===== src/rtl/load_scoreboard_pkg.sv =====
// Shared types and defaults for the long-latency load scoreboard.
//   SB_* localparams : default parameter values for load_scoreboard
//   creg_addr_t      : architectural register address
//   sb_idx_t         : scoreboard entry index
//   sb_entry_t       : one scoreboard entry {valid, zombie, dst}
package load_scoreboard_pkg;

  localparam int unsigned SB_NUM_SRC = 2;
  localparam int unsigned SB_AW      = 5;
  localparam int unsigned SB_DEPTH   = 4;
  localparam int unsigned SB_CW      = 32;
  localparam int unsigned SB_IW      = $clog2(SB_DEPTH);

  typedef logic u1;
  localparam u1 ON  = 1'b1;
  localparam u1 OFF = 1'b0;

  typedef logic [SB_AW-1:0] creg_addr_t;
  typedef logic [SB_IW-1:0] sb_idx_t;

  // FREE: valid=0; LIVE: valid=1,zombie=0; ZOMBIE: valid=1,zombie=1
  typedef struct packed {
    logic       valid;
    logic       zombie;
    creg_addr_t dst;
  } sb_entry_t;

endpackage


===== src/rtl/load_scoreboard_sb_free_pick.sv =====
// Lowest-index free-entry priority encoder.
//   free_i  : one bit per entry, 1 = entry is FREE
//   idx_o   : index of the lowest set bit of free_i (0 when none)
//   found_o : at least one entry is FREE
module sb_free_pick #(
  parameter int unsigned DEPTH = 4,
  parameter int unsigned IW    = $clog2(DEPTH)
) (
  input  logic [DEPTH-1:0] free_i,
  output logic [IW-1:0]    idx_o,
  output logic             found_o
);

  // Scan high to low so the lowest free index is the last one written.
  always_comb begin
    idx_o   = '0;
    found_o = 1'b0;
    for (int e = DEPTH - 1; e >= 0; e--) begin
      if (free_i[e]) begin
        idx_o   = IW'(e);
        found_o = 1'b1;
      end
    end
  end

endmodule


===== src/rtl/load_scoreboard.sv =====
// Scoreboard of in-flight long-latency register writes beside decode/issue.
// Stalls decode on RAW/WAW against LIVE entries or when no entry is free,
// allocates entries for long-latency writers, frees them on writeback and
// turns LIVE entries into ZOMBIEs on flush.
//   clk, reset              : clock, synchronous active-high reset
//   src_valid/src_addr      : decode source operands (NUM_SRC x AW)
//   iss_valid/iss_long/dst  : decode instruction issue request
//   cmp_valid/cmp_idx       : writeback completion of a tracked op
//   flush                   : pipeline flush
//   stall, stall_raw/waw/full : stall and cause breakdown (combinational)
//   alloc_valid/alloc_idx   : entry allocated this cycle (combinational)
//   busy_count              : occupied entries including zombies
//   stall_cycles            : saturating stall-cycle counter (registered)
module load_scoreboard
  import load_scoreboard_pkg::*;
#(
  parameter int unsigned NUM_SRC = SB_NUM_SRC,
  parameter int unsigned AW      = SB_AW,
  parameter int unsigned DEPTH   = SB_DEPTH,
  parameter int unsigned CW      = SB_CW
) (
  input  logic                     clk,
  input  logic                     reset,
  input  logic [NUM_SRC-1:0]       src_valid,
  input  logic [NUM_SRC*AW-1:0]    src_addr,
  input  logic                     iss_valid,
  input  logic                     iss_long,
  input  logic [AW-1:0]            iss_dst,
  input  logic                     cmp_valid,
  input  logic [$clog2(DEPTH)-1:0] cmp_idx,
  input  logic                     flush,
  output logic                     stall,
  output logic                     stall_raw,
  output logic                     stall_waw,
  output logic                     stall_full,
  output logic                     alloc_valid,
  output logic [$clog2(DEPTH)-1:0] alloc_idx,
  output logic [$clog2(DEPTH):0]   busy_count,
  output logic [CW-1:0]            stall_cycles
);

  localparam int unsigned IW   = $clog2(DEPTH);
  localparam int unsigned CNTW = IW + 1;

  logic [DEPTH-1:0] valid_q, valid_d;
  logic [DEPTH-1:0] zombie_q, zombie_d;
  logic [AW-1:0]    dst_q [DEPTH];
  logic [AW-1:0]    dst_d [DEPTH];
  logic [CW-1:0]    stall_cycles_q, stall_cycles_d;

  logic [DEPTH-1:0] hazard_ok;
  logic             raw_hit, waw_hit, full_hit, stall_any, alloc_go;
  logic             iss_writes;
  logic [IW-1:0]    pick_idx;
  logic             pick_found;

  // Entries able to cause a hazard: LIVE and not completing this cycle.
  always_comb begin
    hazard_ok = '0;
    for (int e = 0; e < DEPTH; e++) begin
      hazard_ok[e] = valid_q[e] & ~zombie_q[e] & ~(cmp_valid && (cmp_idx == IW'(e)));
    end
  end

  assign iss_writes = iss_valid && (iss_dst != '0);

  // RAW against any used source, WAW against the destination.
  always_comb begin
    raw_hit = 1'b0;
    waw_hit = 1'b0;
    for (int e = 0; e < DEPTH; e++) begin
      for (int i = 0; i < NUM_SRC; i++) begin
        if (src_valid[i] && (src_addr[i*AW +: AW] != '0) && hazard_ok[e] &&
            (src_addr[i*AW +: AW] == dst_q[e])) begin
          raw_hit = 1'b1;
        end
      end
      if (iss_writes && hazard_ok[e] && (iss_dst == dst_q[e])) begin
        waw_hit = 1'b1;
      end
    end
  end

  sb_free_pick #(
    .DEPTH (DEPTH),
    .IW    (IW)
  ) u_free_pick (
    .free_i  (~valid_q),
    .idx_o   (pick_idx),
    .found_o (pick_found)
  );

  // Occupancy is the registered state; a slot freed this cycle is not reusable yet.
  assign full_hit  = iss_writes && iss_long && !pick_found;
  assign stall_any = raw_hit | waw_hit | full_hit;
  assign alloc_go  = iss_writes && iss_long && !stall_any && !flush;

  assign stall       = stall_any & ~flush;
  assign stall_raw   = raw_hit  & ~flush;
  assign stall_waw   = waw_hit  & ~flush;
  assign stall_full  = full_hit & ~flush;
  assign alloc_valid = alloc_go;
  assign alloc_idx   = alloc_go ? pick_idx : '0;

  // Entry update: completion frees, flush zombifies, allocation claims a FREE slot.
  always_comb begin
    valid_d  = valid_q;
    zombie_d = zombie_q;
    dst_d    = dst_q;
    for (int e = 0; e < DEPTH; e++) begin
      if (cmp_valid && (cmp_idx == IW'(e))) begin
        valid_d[e]  = 1'b0;
        zombie_d[e] = 1'b0;
      end else if (flush && valid_q[e]) begin
        zombie_d[e] = 1'b1;
      end
      if (alloc_go && (pick_idx == IW'(e))) begin
        valid_d[e]  = 1'b1;
        zombie_d[e] = 1'b0;
        dst_d[e]    = iss_dst;
      end
    end
  end

  // Saturating stall-cycle counter.
  always_comb begin
    stall_cycles_d = stall_cycles_q;
    if (stall && (stall_cycles_q != '1)) begin
      stall_cycles_d = stall_cycles_q + CW'(1);
    end
  end

  always_ff @(posedge clk) begin
    if (reset) begin
      valid_q        <= '0;
      zombie_q       <= '0;
      stall_cycles_q <= '0;
      for (int e = 0; e < DEPTH; e++) begin
        dst_q[e] <= '0;
      end
    end else begin
      valid_q        <= valid_d;
      zombie_q       <= zombie_d;
      stall_cycles_q <= stall_cycles_d;
      for (int e = 0; e < DEPTH; e++) begin
        dst_q[e] <= dst_d[e];
      end
    end
  end

  // Occupied entries, zombies included.
  always_comb begin
    busy_count = '0;
    for (int e = 0; e < DEPTH; e++) begin
      busy_count = busy_count + CNTW'(valid_q[e]);
    end
  end

  assign stall_cycles = stall_cycles_q;

endmodule


===== config.mk =====
export PLATFORM = sky130hd
export DESIGN_NAME = load_scoreboard
export DESIGN_NICKNAME = d
export VERILOG_FILES = /design/src/rtl/load_scoreboard_pkg.sv /design/src/rtl/load_scoreboard_sb_free_pick.sv /design/src/rtl/load_scoreboard.sv
export SDC_FILE = /design/constraint.sdc
export NUM_CORES = 1
export LEC_CHECK = 0
export BUFFER_PORTS_ARGS = -buffer_cell sky130_fd_sc_hd__buf_2
export CORE_ASPECT_RATIO = 0.8
export CORE_MARGIN = 3
export CORE_UTILIZATION = 52
export CTS_BUF_LIST = sky130_fd_sc_hd__clkbuf_4
export CTS_CLUSTER_DIAMETER = 100
export DETAILED_ROUTE_END_ITERATION = 6
export HOLD_SLACK_MARGIN = 0.1
export PLACE_DENSITY_LB_ADDON = 0.12
export REMOVE_ABC_BUFFERS = 1
export SYNTH_ARGS = -nofsm -noshare
export SYNTH_HDL_FRONTEND = slang
export SYNTH_SLANG_ARGS = --single-unit

===== constraint.sdc =====
create_clock -name clk -period 2.4 [get_ports clk]
set_clock_uncertainty 0.2 [all_clocks]
set_input_delay 0.36 -clock clk [delete_from_list [all_inputs] [get_ports clk]]
set_output_delay 0.36 -clock clk [all_outputs]
set_load 0.01 [all_outputs]

==> metrics.cfg <==
[status]
status=finished with violations
violations=setup timing

[timing]
finalCritPeriodShare=1.19
grt_setup_unrepaired=yes
slew_headroom=0.660
setup_viol=52
fin_ws_ps=-455
fmax_mhz=350
fin_tns_setup_ps=-11520
fin_crit_ps=2860
tightest_slew_ps=508
drv_slew=0
final_hold_viol_count=0

[cts]
cts-root-buf=clkbuf_4
worst_skew_pair.late_latency_ps=430
cts_sinks=60
htreeDepth=3
cts_made_buffers=9
tritoncts=yes
path_clk_slew_ps=100
cts_buffer_depth=2

[power_and_ir_drop]
clkPwrFrac=0.388
peakVddDrop_mv=0.372
p_per_area_nw_per_um2=375
power_frac_seq=0.488
pwr-share-comb=0.123
p_int_w=0.00152
p_switching_w=0.000530
switching_share=0.258
leakage_nw=2.44
finalPower_w=0.00205

[logic_synthesis]
ys_warn_count=0
async_flop_share=0
synth_area_sq_um=3700
yosysSeqAreaShare=0.325
ys.flop_type=dfxtp_1
netlist_instances=450
syn_avg_cell_area_sq_um=8.22
ys_ff_latch=60
synth_cell_types=51
synth_edf_count=0

[finish]
n_fill_cell=422
layout.cells.non_filler=698
area_delta_synth_final_pct=47.7
drive_gt1_frac=0.448
nNetsFinal=638
layout_common_cells=buf_4, buf_2, xor2_1
final_common_cell=buf_4
antenna_cells=0
final_core_util=0.824

[global_routing]
grt_pass1_wl_mm=18.4
grt-ovfl-total=0
antenna_found_initial=0
grt_use_total=0.284
grt_max_degree=39
use_met3=0.0543
grt_pass1_vias=3740
grt_busiest_layer=met2
gr-usage-met2=0.460
met1_usage=0.382

[flow_run]
cap_violations=0

[setup_path]
worstSetupPathType=reg2out
worstPathArrival_ps=2300
crit_path_max_fanout=4
r2r_start=dst_q[19]
crit_start=dst_q[18]
crit_path_start_kind=register
worstPathRequired_ps=1840
critPathCaptureType=primary output

[route]
first_pass_iters=4
wl_mm=11.9
drtAntennaViolNets=0
first_iter_violations=303
vias=4009
vias_per_cell=5.74
wl_per_cell_microns=17.1
drc=0

[die]
rows=26
die_y_microns=81.5
start_util=0.558
ioPinCount=67
die_area_sq_um=8170
core_sq_um=6640
die_x_microns=100

[place]
post-dp-hpwl_mm=7.99
post-place-ws_ps=-471
dp_cells=664
place_congestion=0.905
port_buffers=66

[worst_hold_path]
hold_class=in2reg
hp-start=cmp_idx[0]

power by group through the flow:
| stage | Clock, W | Combinational [W] | Sequential [W] |
|---|---|---|---|
| after floorplan | 0 | 0.0000798 | 0.00103 |
| after global placement | 0 | 0.000206 | 0.00103 |
| after detailed placement | 0 | 0.000210 | 0.00103 |
| after CTS | 0.000791 | 0.000228 | 0.00100 |
| after global routing | 0.000833 | 0.000272 | 0.00100 |
| final | 0.000797 | 0.000253 | 0.00100 |
final cells by class:
| type | count | area (sq um) | area share |
|---|---|---|---|
| Tap cell | 84 | 105 | 0.0192 |
| Multi-Input combinational cell | 341 | 2570 | 0.470 |
| Inverter | 18 | 67.6 | 0.0124 |
| Clock buffer | 9 | 67.6 | 0.0124 |
| Clock inverter | 7 | 81.3 | 0.0149 |
| Timing Repair Buffer | 179 | 1330 | 0.243 |
| Sequential cell | 60 | 1250 | 0.228 |
metrics by stage:
step / area [sq um] / hold WS (ps)
2_1_floorplan: 3540 / 229
3_3_place_gp: 4720 / 290
3_5_place_dp: 4720 / 311
4_1_cts: 5200 / 116
5_1_grt: 5470 / 135
6_report: 5470 / 108
path summary, 6_finish.rpt:
path | slack [ps] | end | cells past startpoint
worst max register to register | -410 | stall_cycles[10] | 12
worst min register to register | 310 | stall_cycles[23] | 2
worst min-delay path | 110 | zombie_q[0] | 3
worst max-delay path | -460 | alloc_idx[0] | 11
critical path, cell delays in order, from the launching register on:
cell	delay (ps)
dfxtp_4	390
xor2_1	170
nor3_1	70
buf_4	140
nand3_2	70
nand4_1	130
a222oi_1	270
buf_4	210
nand2_4	60
buf_6	140
nor2_2	80
buf_2	130
logic make-up (layout without fill, tap and decap cells):
family,Yosys count,after routing,share of synthesized area
and+or+nand+nor,178,178,0.259
DFF,60,60,0.325
muxes,21,21,0.0571
xor gates and xnor gates,62,62,0.147
buffers and inverters,49,213,0.0629
adders and majority gates,4,4,0.0156
AOI/OAI and AO/OA,76,76,0.134
what timing repair did:
item	4_1_cts	5_1_grt
buffers inserted	11	7
gates cloned	1	0
setup endpoints to repair	61	70
pin swaps	32	16
resized for setup	54	60
hold buffers	2	1
endpoints found under the hold margin	2	1
cells in the mapped netlist (all sizes together) (4+ instances only):
| cell type | number | share of area |
|---|---|---|
| o31ai | 13 | 0.030 |
| a22oi | 4 | 0.0081 |
| or4 | 17 | 0.034 |
| mux2i | 20 | 0.054 |
| nand3 | 26 | 0.039 |
| and3 | 4 | 0.0081 |
| o21ai | 12 | 0.016 |
| buf | 12 | 0.025 |
| nor3 | 25 | 0.034 |
| xnor2 | 12 | 0.028 |
| dfxtp | 60 | 0.32 |
| a21oi | 33 | 0.045 |
| inv | 18 | 0.018 |
| xor2 | 50 | 0.12 |
| nand2b | 4 | 0.0068 |
| nand4 | 15 | 0.027 |
| nor2 | 43 | 0.044 |
| or3 | 8 | 0.014 |
| nand2 | 19 | 0.019 |
| clkbuf | 19 | 0.019 |
registers in the layout (all words and copies together) (netlist names):
register	flops
stall_cycles	32
dst_q	20
valid_q	4
zombie_q	4
per-layer routing:
metal,wire [microns],vias to the layer above
li1,-,1924
met5,0,-
met2,5580,158
met4,178,0
met1,5190,1909
met3,958,18
Note: power is estimated with default switching activity, not from simulation.
